<file path="config.mk">
export PLATFORM = sky130hd
export DESIGN_NAME = ascon_permutation_engine
export DESIGN_NICKNAME = d
export VERILOG_FILES = /design/src/rtl/ascon_pkg.sv /design/src/rtl/ascon_permutation_engine_round.sv /design/src/rtl/ascon_permutation_engine.sv
export SDC_FILE = /design/constraint.sdc
export NUM_CORES = 2
export LEC_CHECK = 0
export CORE_MARGIN = 5
export CORE_UTILIZATION = 40
export CTS_BUF_LIST = sky130_fd_sc_hd__clkbuf_16
export CTS_CLUSTER_SIZE = 25
export DETAILED_ROUTE_END_ITERATION = 12
export GPL_TIMING_DRIVEN = 0
export HOLD_SLACK_MARGIN = 0.02
export PLACE_DENSITY = 0.65
export SYNTH_ARGS = -nofsm -noshare
export SYNTH_HDL_FRONTEND = slang
export SYNTH_SLANG_ARGS = --single-unit
</file>
<file path="constraint.sdc">
create_clock -name clk_i -period 4.4 [get_ports clk_i]
set_input_delay 0.88 -clock clk_i [delete_from_list [all_inputs] [get_ports clk_i]]
set_output_delay 0.88 -clock clk_i [all_outputs]
set_load 0.05 [all_outputs]
</file>
<file path="src/rtl/ascon_pkg.sv">
// rtl/ascon_pkg.sv - shared types, round constants and helpers for the Ascon permutation engine
//
// Contents:
//   ascon_state_t : 320-bit state as five 64-bit lanes, x0 = word [0] ... x4 = word [4]
//   rnd_t         : 4-bit global round index (0..15) into ASCON_RC
//   ASCON_RC      : round constants for the 16-round schedule; p[nr] uses the last nr entries
//   ascon_fsm_e   : engine FSM encoding (IDLE/RUN/DONE)
//   ror64         : 64-bit rotate right
package ascon_pkg;

    typedef logic [4:0][63:0] ascon_state_t;
    typedef logic [3:0]       rnd_t;

    typedef enum logic [1:0] {
        IDLE = 2'd0,
        RUN  = 2'd1,
        DONE = 2'd2
    } ascon_fsm_e;

    localparam logic [7:0] ASCON_RC [16] = '{
        8'h3c, 8'h2d, 8'h1e, 8'h0f, 8'hf0, 8'he1, 8'hd2, 8'hc3,
        8'hb4, 8'ha5, 8'h96, 8'h87, 8'h78, 8'h69, 8'h5a, 8'h4b
    };

    function automatic logic [63:0] ror64(input logic [63:0] x, input int unsigned n);
        return (x >> n) | (x << (64 - n));
    endfunction

endpackage

</file>
<file path="src/rtl/ascon_permutation_engine_round.sv">
// rtl/ascon_permutation_engine_round.sv - one combinational Ascon round (constant, S-box, linear layer)
//
// Ports:
//   rnd_i         in   rnd_t          global round index selecting ASCON_RC
//   state_array_i in   ascon_state_t  state before the round
//   state_array_o out  ascon_state_t  state after the round
module ascon_round
    import ascon_pkg::*;
(
    input  rnd_t         rnd_i,
    input  ascon_state_t state_array_i,
    output ascon_state_t state_array_o
);

    logic [63:0] x0, x1, x2, x3, x4;
    logic [63:0] t0, t1, t2, t3, t4;

    always_comb begin
        x0 = state_array_i[0];
        x1 = state_array_i[1];
        x2 = state_array_i[2] ^ {56'h0, ASCON_RC[rnd_i]};
        x3 = state_array_i[3];
        x4 = state_array_i[4];

        // Bitsliced form of the 5-bit S-box, x0 being the MSB of each slice.
        x0 = x0 ^ x4;
        x4 = x4 ^ x3;
        x2 = x2 ^ x1;
        t0 = ~x0 & x1;
        t1 = ~x1 & x2;
        t2 = ~x2 & x3;
        t3 = ~x3 & x4;
        t4 = ~x4 & x0;
        x0 = x0 ^ t1;
        x1 = x1 ^ t2;
        x2 = x2 ^ t3;
        x3 = x3 ^ t4;
        x4 = x4 ^ t0;
        x1 = x1 ^ x0;
        x0 = x0 ^ x4;
        x3 = x3 ^ x2;
        x2 = ~x2;

        state_array_o[0] = x0 ^ ror64(x0, 19) ^ ror64(x0, 28);
        state_array_o[1] = x1 ^ ror64(x1, 61) ^ ror64(x1, 39);
        state_array_o[2] = x2 ^ ror64(x2, 1)  ^ ror64(x2, 6);
        state_array_o[3] = x3 ^ ror64(x3, 10) ^ ror64(x3, 17);
        state_array_o[4] = x4 ^ ror64(x4, 7)  ^ ror64(x4, 41);
    end

endmodule

</file>
<file path="src/rtl/ascon_permutation_engine.sv">
// rtl/ascon_permutation_engine.sv - iterative Ascon-p[nr] engine, UNROLL rounds per clock
//
// Ports:
//   clk_i         in   1    clock, rising edge
//   rst_ni        in   1    asynchronous active-low reset
//   in_valid_i    in   1    request valid
//   in_ready_o    out  1    engine idle and able to accept
//   nr_i          in   5    round count, legal 1..16 and a multiple of UNROLL
//   state_array_i in   320  input state
//   out_valid_o   out  1    result valid
//   out_ready_i   in   1    consumer accepts result
//   state_array_o out  320  result (state register)
//   err_o         out  1    with out_valid_o: request had an illegal nr_i
//   busy_o        out  1    FSM not idle
module ascon_permutation_engine
    import ascon_pkg::*;
#(
    parameter int UNROLL = 1
) (
    input  logic         clk_i,
    input  logic         rst_ni,
    input  logic         in_valid_i,
    output logic         in_ready_o,
    input  logic [4:0]   nr_i,
    input  ascon_state_t state_array_i,
    output logic         out_valid_o,
    input  logic         out_ready_i,
    output ascon_state_t state_array_o,
    output logic         err_o,
    output logic         busy_o
);

    if (UNROLL != 1 && UNROLL != 2 && UNROLL != 4) begin : g_bad_unroll
        $error("ascon_permutation_engine: UNROLL must be 1, 2 or 4");
    end

    localparam logic [4:0] UNROLL_STEP = 5'(UNROLL);
    localparam logic [4:0] UNROLL_MASK = 5'(UNROLL - 1);

    ascon_fsm_e   fsm_q;
    ascon_state_t state_q;
    logic [4:0]   nr_q;
    logic [4:0]   cnt_q;
    logic         out_valid_q;
    logic         err_q;

    logic         accept;
    logic         nr_legal;
    ascon_state_t round_state_d;
    ascon_state_t chain [UNROLL+1];

    assign accept   = in_valid_i && (fsm_q == IDLE);
    assign nr_legal = (nr_i != 5'd0) && (nr_i <= 5'd16) && ((nr_i & UNROLL_MASK) == 5'd0);

    // Round chain: stage u works on global round 16 - nr + cnt + u, so a
    // shorter permutation runs the tail of the 16-entry constant schedule.
    assign chain[0] = state_q;
    for (genvar u = 0; u < UNROLL; u++) begin : g_round
        rnd_t rnd_w;
        assign rnd_w = rnd_t'(5'd16 - nr_q + cnt_q + 5'(u));
        ascon_round u_round (
            .rnd_i         (rnd_w),
            .state_array_i (chain[u]),
            .state_array_o (chain[u+1])
        );
    end
    assign round_state_d = chain[UNROLL];

    always_ff @(posedge clk_i or negedge rst_ni) begin
        if (!rst_ni) begin
            fsm_q       <= IDLE;
            state_q     <= '0;
            nr_q        <= '0;
            cnt_q       <= '0;
            out_valid_q <= 1'b0;
            err_q       <= 1'b0;
        end else begin
            case (fsm_q)
                IDLE: begin
                    if (accept) begin
                        state_q <= state_array_i;
                        nr_q    <= nr_i;
                        cnt_q   <= '0;
                        if (nr_legal) begin
                            fsm_q <= RUN;
                        end else begin
                            // Illegal round count: hand the state back untouched, flagged.
                            fsm_q       <= DONE;
                            out_valid_q <= 1'b1;
                            err_q       <= 1'b1;
                        end
                    end
                end
                RUN: begin
                    state_q <= round_state_d;
                    cnt_q   <= cnt_q + UNROLL_STEP;
                    if (cnt_q + UNROLL_STEP == nr_q) begin
                        fsm_q       <= DONE;
                        out_valid_q <= 1'b1;
                    end
                end
                DONE: begin
                    if (out_ready_i) begin
                        fsm_q       <= IDLE;
                        out_valid_q <= 1'b0;
                        err_q       <= 1'b0;
                    end
                end
                default: begin
                    fsm_q       <= IDLE;
                    out_valid_q <= 1'b0;
                    err_q       <= 1'b0;
                end
            endcase
        end
    end

    assign in_ready_o    = (fsm_q == IDLE);
    assign busy_o        = (fsm_q != IDLE);
    assign out_valid_o   = out_valid_q;
    assign err_o         = err_q;
    assign state_array_o = state_q;

endmodule

</file>
==> out/results.ini <==
[layout]
synthToLayoutAreaGrowth_pct = 31.7
layout-drive-gt1-share = 0.0244
layout_common_cells = xnor2_1 (988), clkdlybuf4s50_1 (650), dfrtp_1 (334), nand2_1 (288), o21ai_0 (245)
fillers = 7101
fin_area_um2 = 39200
nets = 4561
final_common_cell = xnor2_1

[sta]
clock_skew_ns = 0.0129
fin_crit_sh = 0.991
period_needed_ns = 4.36
final-hold-violation-count = 0
fin_ws_ns = 0.0381
slew_viol_final = 16
fin_hold_ws_ns = 0.206
setup_viol = 0
tightest_slew_ns = 1.56
slew_headroom = -0.0502
max_freq_mhz = 229

[global_routing]
grt_pass1_vias = 29200
grt_use_total = 0.429
grt_max_degree = 112
grt_first_pass_wirelength_mm = 238
antenna_found_initial = 11
grt-ovfl-total = 0

[placed_design]
place.port_buffers = 651
dpl-instance-area_um2 = 37600
place.gp.congestion = 1.11
dp_hpwl_mm = 148
place_ws_ns = -0.354

[synth]
syn_area_per_cell_um2 = 8.75
synth_top_area_share = 0.294
synthTopCellsByArea = xnor2_1 (29%), dfrtp_1 (28%), ha_1 (5.6%)
synth-seq-cells = 334
synth_fp_nets = 3859
synth_area_um2 = 29700
synthFlopType = dfrtp_1
synth_cell_type_count = 48
seq_area_frac_synth = 0.281
synth_warnings = 0
async_flop_share = 1.00
yosys.area.top_type = xnor2_1
synth_edf_count = 0
synth_cells = 3397

[critical_path]
critPathLaunchType = flip-flop
critical_path_class = reg -> reg
worstPathMaxFanout = 5
reg2reg_to = state_array_o[252]
r2r_cells = 12
worstPathRequired_ns = 4.85
cp_data_arrival_time_ns = 4.81
r2r-start = cnt_q[0]
crit_path_end = state_array_o[252]
startpoint = cnt_q[0]
cp-end-kind = flip-flop
rrSetupSlack_ns = 0.04

[clocking]
tritoncts = yes
cts_inserted_buffers = 43
cts_root_buf = clkbuf_16
htreeDepth = 2
clk_latency_ns = 0.59
clk_pin_slew_worst_paths_ns = 0.06
clk_path_buf_depth = 3
clock-sinks = 334
ctsHoldBuffers = 0

[floorplan]
die_w_um = 283
die_h_um = 283
start_util = 0.401
core_um2 = 74100
die_area_um2 = 79900
num_io_pins = 653
fp-row-count = 100

[routing]
vias_per_cell = 6.08
drc = 0
wl_per_cell_um = 35.0
wl_mm = 179
vias = 31100
drtIter0Drc = 4588
first_pass_iters = 9
ant_nets = 0

[hold_path]
hold_path_class = in -> async

[outcome]
violations = max-capacitance violations, max-slew violations
status = finished with violations

[job]
maxCapViolations = 4

## how the worst min path moves through the flow
stage | startpoint | to | slack (ns) | depth (start not counted)
6_report | rst_ni | state_array_o[163] | 0.21 | 1
5_1_grt | rst_ni | state_array_o[163] | 0.23 | 1
4_1_cts | rst_ni | state_array_o[163] | 0.21 | 1
3_5_place_dp | cnt_q[4] | cnt_q[4] | 0.49 | 2
3_3_place_gp | cnt_q[4] | cnt_q[4] | 0.48 | 2
2_1_floorplan | cnt_q[4] | cnt_q[4] | 0.47 | 2
## layer usage
metal	global-route usage	part of all wire	up-vias
met1	0.544	0.37	15200
met5	0.00298	0.000073	-
li1	-	-	13100
met3	0.130	0.12	488
met2	0.642	0.42	2260
met4	0.265	0.080	2
## through the flow
stage          TNS [ns]  cells  utilization
2_1_floorplan         0   3397            -
3_3_place_gp   -4556.13   5017        0.506
3_5_place_dp      -1.94   5021        0.507
4_1_cts               0   5099        0.527
5_1_grt         -0.0669   5107        0.529
6_report              0   5114        0.529
## cell type report
class                           instances  area [um2]  area share
Clock inverter                         33         255     0.00652
Multi-Input combinational cell       2707       20200       0.516
Buffer                                163         621      0.0158
Sequential cell                       334        8360       0.213
Antenna cell                           13        32.5    0.000831
Inverter                              193         724      0.0185
Timing Repair Buffer                  657        6650       0.170
Clock buffer                           45        1130      0.0288
Tap cell                              969        1210      0.0310
## worst max-delay path, stage by stage, from the launching register on
cell and delay, ns:
dfrtp_1 0.47, inv_1 0.10, ha_1 0.22, inv_1 0.07
fa_1 0.48, xnor3_1 0.35, inv_1 0.07, ha_1 0.28
xnor2_1 0.80, xnor2_1 0.62, xnor2_1 0.48, xnor2_1 0.17
a21oi_1 0.09
## sequential cells by signal, summed over array words and instances, names as in the netlist
signal	count
state_array_o	320
out_valid_o	1
cnt_q	5
err_o	1
fsm_q	2
nr_q	5
## cell families after synthesis
family / Yosys count / synth area share
simple gates: 518 / 0.0784
flops: 334 / 0.281
buf+inv: 356 / 0.0450
mux: 13 / 0.00450
fa+ha+maj: 133 / 0.0562
compound gates: 878 / 0.191
xor+xnor: 1165 / 0.344
## synthesized netlist by cell type (7+ instances only)
master	count
nand2_1	288
a22oi_1	34
o221ai_1	14
nand3_1	10
dfrtp_1	334
ha_1	132
and3b_1	18
xor2_1	165
o22ai_1	202
mux2i_1	10
inv_1	191
a222oi_1	56
xnor2_1	999
nor2_1	129
a21oi_1	172
o22a_1	133
a21o_1	7
buf_1	8
clkbuf_1	154
nand2b_1	7
o21ai_0	247
nor3b_1	50
## repair_timing
| action | 4_1_cts | 5_1_grt |
|---|---|---|
| resized for setup | 7 | 12 |
| buffers inserted | 0 | 2 |
| endpoints found under the setup margin | 12 | 11 |
| endpoints found under the hold margin | 0 | 0 |
| pin swaps | 0 | 2 |
Power is left out: the tool's default activity adds up to more than one toggle a clock period on the data nets, which glitch-free logic cannot reach.
